--- src/rtl/filt_fir_mc_pkg.sv ---
// Shared types and elaboration-time width helpers for the multi-channel FIR.
package filt_fir_mc_pkg;

  typedef enum logic [1:0] {StIdle, StMac, StOut} fir_state_e;

  function automatic int unsigned clog2_min1(input int unsigned n);
    return (n <= 1) ? 1 : $clog2(n);
  endfunction

  // Wide enough that a full-scale dot product can never wrap.
  function automatic int unsigned acc_width(input int unsigned inp_w,
                                            input int unsigned coeff_w,
                                            input int unsigned len,
                                            input int unsigned symm);
    return inp_w + coeff_w + $clog2(len) + symm;
  endfunction

  function automatic int unsigned mac_count(input int unsigned len, input int unsigned symm);
    return (symm != 0) ? (len + 1) / 2 : len;
  endfunction

endpackage

--- src/rtl/filt_fir_mc_mac.sv ---
// Combinational MAC step: pre-add, multiply, accumulate, then round and saturate the sum.
module filt_fir_mc_mac #(
  parameter int unsigned InpW   = 16,
  parameter int unsigned CoeffW = 16,
  parameter int unsigned AccW   = 36,
  parameter int unsigned OupW   = 16,
  parameter int unsigned Shift  = 15
) (
  input  logic signed [InpW-1:0]   x_a_i,
  input  logic signed [InpW-1:0]   x_b_i,
  input  logic signed [CoeffW-1:0] coeff_i,
  input  logic signed [AccW-1:0]   acc_i,
  output logic signed [AccW-1:0]   acc_o,
  output logic signed [OupW-1:0]   res_o
);

  localparam logic signed [AccW:0] RndAdd =
      (Shift > 0) ? ((AccW + 1)'(1) << (Shift - 1)) : '0;
  localparam logic signed [AccW:0] OupMax = {{(AccW - OupW + 2){1'b0}}, {(OupW - 1){1'b1}}};
  localparam logic signed [AccW:0] OupMin = {{(AccW - OupW + 2){1'b1}}, {(OupW - 1){1'b0}}};

  logic signed [InpW:0]        pre_add;
  logic signed [InpW+CoeffW:0] prod;
  logic signed [AccW:0]        rnd;
  logic signed [AccW:0]        shf;

  always_comb begin
    pre_add = {x_a_i[InpW-1], x_a_i} + {x_b_i[InpW-1], x_b_i};
    prod    = pre_add * coeff_i;
    acc_o   = acc_i + AccW'(prod);
    // One extra bit so the rounding offset cannot wrap a near-full-scale sum.
    rnd     = {acc_o[AccW-1], acc_o} + RndAdd;
    shf     = rnd >>> Shift;
    if (shf > OupMax) begin
      res_o = OupMax[OupW-1:0];
    end else if (shf < OupMin) begin
      res_o = OupMin[OupW-1:0];
    end else begin
      res_o = shf[OupW-1:0];
    end
  end

endmodule

--- src/rtl/filt_fir_mc.sv ---
// Time-multiplexed multi-channel FIR: one multiply per cycle, optional symmetric pre-add.
module filt_fir_mc
  import filt_fir_mc_pkg::*;
#(
  parameter int unsigned gp_inp_width    = 16,
  parameter int unsigned gp_coeff_width  = 16,
  parameter int unsigned gp_coeff_length = 16,
  parameter int unsigned gp_nr_ch        = 4,
  parameter int unsigned gp_symm         = 0,
  parameter int unsigned gp_oup_shift    = 15,
  parameter int unsigned gp_oup_width    = 16
) (
  input  logic                                         i_clk,
  input  logic                                         i_rst,
  input  logic                                         i_ena,
  input  logic                                         i_valid,
  input  logic [clog2_min1(gp_nr_ch)-1:0]              i_ch,
  input  logic signed [gp_inp_width-1:0]               i_data,
  output logic                                         o_ready,
  input  logic                                         i_coeff_we,
  input  logic [clog2_min1(gp_coeff_length)-1:0]       i_coeff_addr,
  input  logic signed [gp_coeff_width-1:0]             i_coeff_data,
  output logic                                         o_valid,
  output logic [clog2_min1(gp_nr_ch)-1:0]              o_ch,
  output logic signed [gp_oup_width-1:0]               o_data
);

  localparam int unsigned ChW   = clog2_min1(gp_nr_ch);
  localparam int unsigned AddrW = clog2_min1(gp_coeff_length);
  localparam int unsigned AccW  = acc_width(gp_inp_width, gp_coeff_width, gp_coeff_length,
                                            gp_symm);
  localparam int unsigned NrMac = mac_count(gp_coeff_length, gp_symm);

  fir_state_e                  state_q, state_d;
  logic [AddrW-1:0]            cnt_q, mirror;
  logic [ChW-1:0]              ch_q, o_ch_q;
  logic signed [AccW-1:0]      acc_q, acc_d;
  logic signed [gp_oup_width-1:0] res, o_data_q;
  logic signed [gp_inp_width-1:0] dline_q [gp_nr_ch][gp_coeff_length];
  logic signed [gp_coeff_width-1:0] coeff_q [gp_coeff_length];
  logic signed [gp_inp_width-1:0] tap_a, tap_b;
  logic signed [gp_coeff_width-1:0] tap_c;
  logic                        accept, coeff_wr, last_mac;

  assign accept   = o_ready & i_valid & (32'(i_ch) < gp_nr_ch);
  assign coeff_wr = o_ready & i_coeff_we;
  assign last_mac = (cnt_q == AddrW'(NrMac - 1));
  assign mirror   = AddrW'(gp_coeff_length - 1) - cnt_q;
  assign o_ch     = o_ch_q;
  assign o_data   = o_data_q;

  always_ff @(posedge i_clk) begin
    if (i_rst) begin
      state_q <= StIdle;
    end else if (i_ena) begin
      state_q <= state_d;
    end
  end

  always_comb begin
    state_d = state_q;
    unique case (state_q)
      StIdle:  if (accept) state_d = StMac;
      StMac:   if (last_mac) state_d = StOut;
      StOut:   state_d = StIdle;
      default: state_d = StIdle;
    endcase
  end

  always_comb begin
    o_ready = i_ena & (state_q == StIdle);
    o_valid = (state_q == StOut);
  end

  // Tap k pairs with its mirror L-1-k; the odd-length centre tap has no partner.
  always_comb begin
    tap_a = '0;
    tap_b = '0;
    tap_c = '0;
    for (int unsigned k = 0; k < gp_coeff_length; k++) begin
      if (32'(cnt_q) == k) tap_c = coeff_q[k];
      for (int unsigned c = 0; c < gp_nr_ch; c++) begin
        if (32'(ch_q) == c) begin
          if (32'(cnt_q) == k) tap_a = dline_q[c][k];
          if ((gp_symm != 0) && (32'(mirror) == k) && (mirror != cnt_q)) tap_b = dline_q[c][k];
        end
      end
    end
  end

  filt_fir_mc_mac #(
    .InpW   (gp_inp_width),
    .CoeffW (gp_coeff_width),
    .AccW   (AccW),
    .OupW   (gp_oup_width),
    .Shift  (gp_oup_shift)
  ) u_mac (
    .x_a_i   (tap_a),
    .x_b_i   (tap_b),
    .coeff_i (tap_c),
    .acc_i   (acc_q),
    .acc_o   (acc_d),
    .res_o   (res)
  );

  always_ff @(posedge i_clk) begin
    if (i_rst) begin
      acc_q    <= '0;
      cnt_q    <= '0;
      ch_q     <= '0;
      o_ch_q   <= '0;
      o_data_q <= '0;
      for (int unsigned c = 0; c < gp_nr_ch; c++) begin
        for (int unsigned k = 0; k < gp_coeff_length; k++) dline_q[c][k] <= '0;
      end
      for (int unsigned k = 0; k < gp_coeff_length; k++) coeff_q[k] <= '0;
    end else if (i_ena) begin
      if (accept) begin
        for (int unsigned c = 0; c < gp_nr_ch; c++) begin
          if (32'(i_ch) == c) begin
            dline_q[c][0] <= i_data;
            for (int unsigned k = 1; k < gp_coeff_length; k++) dline_q[c][k] <= dline_q[c][k-1];
          end
        end
        acc_q <= '0;
        cnt_q <= '0;
        ch_q  <= i_ch;
      end else if (state_q == StMac) begin
        acc_q <= acc_d;
        cnt_q <= cnt_q + AddrW'(1);
        if (last_mac) begin
          o_data_q <= res;
          o_ch_q   <= ch_q;
        end
      end
      // Out-of-range addresses match no entry and are dropped.
      if (coeff_wr) begin
        for (int unsigned k = 0; k < gp_coeff_length; k++) begin
          if (32'(i_coeff_addr) == k) coeff_q[k] <= i_coeff_data;
        end
      end
    end
  end

endmodule

--- config.mk ---
export PLATFORM = sky130hd
export DESIGN_NAME = filt_fir_mc
export DESIGN_NICKNAME = d
export VERILOG_FILES = /design/src/rtl/filt_fir_mc_pkg.sv /design/src/rtl/filt_fir_mc_mac.sv /design/src/rtl/filt_fir_mc.sv
export SDC_FILE = /design/constraint.sdc
export NUM_CORES = 2
export LEC_CHECK = 0
export CORE_ASPECT_RATIO = 0.5
export CORE_MARGIN = 2
export CORE_UTILIZATION = 31
export CTS_BUF_LIST = sky130_fd_sc_hd__clkbuf_4 sky130_fd_sc_hd__clkbuf_8
export DETAILED_ROUTE_END_ITERATION = 16
export PLACE_DENSITY = 0.49
export REMOVE_ABC_BUFFERS = 1
export SKIP_LAST_GASP = 1
export SLEW_MARGIN = 20
export SYNTH_ARGS = -nofsm -noshare
export SYNTH_HDL_FRONTEND = slang
export SYNTH_SLANG_ARGS = --single-unit
--- constraint.sdc ---
create_clock -name i_clk -period 21.5 [get_ports i_clk]
set_input_delay 2.15 -clock i_clk [delete_from_list [all_inputs] [get_ports i_clk]]
set_output_delay 2.15 -clock i_clk [all_outputs]
set_load 0.005 [all_outputs]
==> run_results.csv <==
group,metric,value,unit
grt,track_usage,0.192,
finish,area_delta_synth_final,10.4,%
grt,grt_pass1_wl,365000,µm
cts,clk-insertion-delay-late,980,ps
finish,fin_cells,10300,
floorplanning,io_pins,63,
cts,cts_root_buffer,"clkbuf_8",
sta,hold_violations,0,
logic_synthesis,ys_warn_count,0,
detailed_routing,route.detailed.drc,0,
detailed_routing,postRouteAntennaNets,0,
cts,cts_buffers,216,
logic_synthesis,synthArstFlopShare,0,
place,dp_cells,9883,
logic_synthesis,syn_avg_cell_area,11.1,µm²
sta,setup_viol,0,
floorplanning,start_util,0.311,
cts,cts_tree,"done",
power,power.density,146,mW/mm²
sta,setup_ws,8710,ps
sta,final_max_slew_viol_count,0,
sta,fin_worst_skew,152,ps
setup_path,crit_fanout,123,
setup_path,r2r_setup_slack,8710,ps
sta,tightestPinTransition,1190,ps
cts,postCtsSetupBuffers,0,
sta,rsz0062_at_grt,"no",
sta,period_share,0.595,
setup_path,critPathSlowestCell,"a2111oi_2",
finish,num-fill-cells,24700,
cts,postCtsHoldBufs,0,
setup_path,critPathTopFamily,"compound AO/OA/AOI/OAI gates",
setup_path,cp_data_required_time,22180,ps
finish,multi_input_area,0.0335,mm²
floorplanning,die_area,0.252,mm²
place,place_ws,8820,ps
sta,max_clock_freq,78.2,MHz
logic_synthesis,synth.distinct_cells,115,
logic_synthesis,yosysSeqAreaShare,0.517,
floorplanning,die-height,356,µm
worst_hold_path,hold_class,"flop to flop",
cts,cts_max_level,4,
logic_synthesis,synth_edf_count,1280,
status,outcome,"completed",
cts,clk_pin_slew,60,ps
finish,fin_nets,7295,
place,gp_congestion,0.848,
setup_path,critPathMaxStageDelay,870,ps
grt,grt_max_degree,175,
detailed_routing,vias,52800,
logic_synthesis,synth-seq-cells,1342,
logic_synthesis,syn_inst,6884,
grt,overflow,0,
power,p_total,12300,µW
place,dpl.hpwl,160000,µm
detailed_routing,routed_wl,247000,µm
grt,grt_pass1_vias,52700,
power,vdd_drop_max,0.279,mV
setup_path,end_kind,"flop",
floorplanning,num_rows,129,
grt,antenna_found_initial,9,
place,io_buffers,62,
sta,min_period,12790,ps
floorplanning,core,0.247,mm²
finish,drive_above_1_share,0.0970,
finish,register_area,0.0397,mm²
setup_path,path_buf_inv,7,
power,p_leak,0.0314,µW
setup_path,arrival,13470,ps
logic_synthesis,synth_area,0.0767,mm²
setup_path,cp-start-kind,"flop",
cts,numClockSinks,1342,
detailed_routing,wl_per_cell,24.0,µm
detailed_routing,drtPass1Iterations,6,
cts,cts_resized,0,
detailed_routing,via_per_inst,5.13,
setup_path,crit_path_frequent_cell,"fa_1",
cts,ctsLongestPathBuffers,4,
sta,worst_hold_slack,460,ps
sta,maxSlewHeadroom,0.183,
logic_synthesis,ys.flop_type,"edfxtp_1",
floorplanning,die_w,707,µm
detailed_routing,first_iter_violations,5106,
flow_run,maxCapViolations,0,
setup_path,setup.worst_path.class,"flop to flop",
[worst paths after layout]
path	startpoint	endpoint	cells after the start
worst min register to register	acc_q[0]	acc_q[0]	2
worst max-delay path	ch_q[0]	o_data[1]	34
worst min-delay path	acc_q[0]	acc_q[0]	2
worst max register to register	ch_q[0]	o_data[1]	34
[layer usage]
metal,global-route usage,up-vias,share of wire
met2,0.283,1782,0.42
met1,0.295,26300,0.49
met4,0.0421,4,0.021
li1,-,24400,-
met3,0.0285,346,0.063
met5,0,-,0.00011
[cell usage in the layout, fill, tap and decap left out, drive strengths merged, types with 17 or more instances in the layout]
master         netlist  layout
edfxtp            1280    1280
and2              1033    1033
nor2               648     648
a21oi              449     449
inv                378     381
nand2              352     352
fa                 314     314
o21ai              302     302
clkbuf             311     299
mux2i              182     182
buf                175     151
ha                 112     112
nand3               99      99
a221oi              83      83
nor3                83      83
clkinv               0      83
nand2b              80      80
o22ai               74      74
a22oi               69      69
mux2                64      64
dfxtp               62      62
clkdlybuf4s50        0      61
o211ai              60      60
nor2b               56      56
a211oi              54      54
o221ai              43      43
a2111oi             36      36
a31oi               33      33
xnor2               32      32
a21o                31      31
nand4               24      24
o31ai               24      24
and3                24      24
o21a                23      23
or2                 22      22
a221o               19      19
or3                 17      17
[where the power goes]
group	switching, µW	internal, µW	total, µW
Combinational	4480	2570	7050
Clock	1100	1120	2220
Sequential	69.6	3000	3070
[layout make-up]
type                            count  share of cell area
Clock buffer                      299              0.0428
Inverter                          378              0.0168
Multi-Input combinational cell   4676               0.396
Antenna cell                        4            0.000118
Timing Repair Buffer              212              0.0218
Tap cell                         3275              0.0484
Sequential cell                  1342               0.469
Clock inverter                     92             0.00573
[Yosys cell counts, types with 39 or more instances]
library cell | number | area, µm²
nor2_1 | 647 | 2430
nor2b_1 | 56 | 350
a22oi_1 | 67 | 503
a21oi_1 | 447 | 2240
a211oi_1 | 50 | 375
o221ai_1 | 42 | 368
mux2_2 | 64 | 721
nand3_1 | 99 | 495
o21ai_0 | 281 | 1410
inv_1 | 377 | 1420
nand2_1 | 352 | 1320
nor3_1 | 82 | 410
and2_1 | 1029 | 6440
dfxtp_1 | 62 | 1240
mux2i_1 | 182 | 1820
clkbuf_1 | 310 | 1160
nand2b_1 | 80 | 500
o22ai_1 | 74 | 463
buf_2 | 84 | 420
a221oi_1 | 83 | 727
buf_4 | 39 | 293
ha_1 | 112 | 1400
fa_1 | 314 | 6290
edfxtp_1 | 1280 | 38400
o211ai_1 | 57 | 428
[cell families after synthesis]
family          count (synthesis)  synth area share
flops                        1342             0.517
fa+ha+maj                     426             0.100
simple gates                 2497             0.170
mux                           248            0.0337
xor+xnor                       41           0.00488
compound gates               1464             0.126
buf+inv                       866            0.0480
[stage by stage]
step / TNS [ps] / util / cell area, µm²
6_report: 0 / 0.343 / 84700
3_5_place_dp: 0 / 0.327 / 80600
2_1_floorplan: -52860 / - / 74400
3_3_place_gp: 0 / 0.327 / 80600
5_1_grt: 0 / 0.343 / 84700
4_1_cts: 0 / 0.343 / 84700
[flip-flops by register name, summed over array words and instances, names as in the netlist]
signal   count
o_ch         2
dline_q   1024
ch_q         2
o_data      16
state_q      2
coeff_q    256
acc_q       36
cnt_q        4
[tightest hold or removal path: stages (launching register included)]
cell and delay (ps):
dfxtp_1 310, nand2_1 50, a21oi_1 50
No activity file was read; power rests on OpenSTA's default activity.
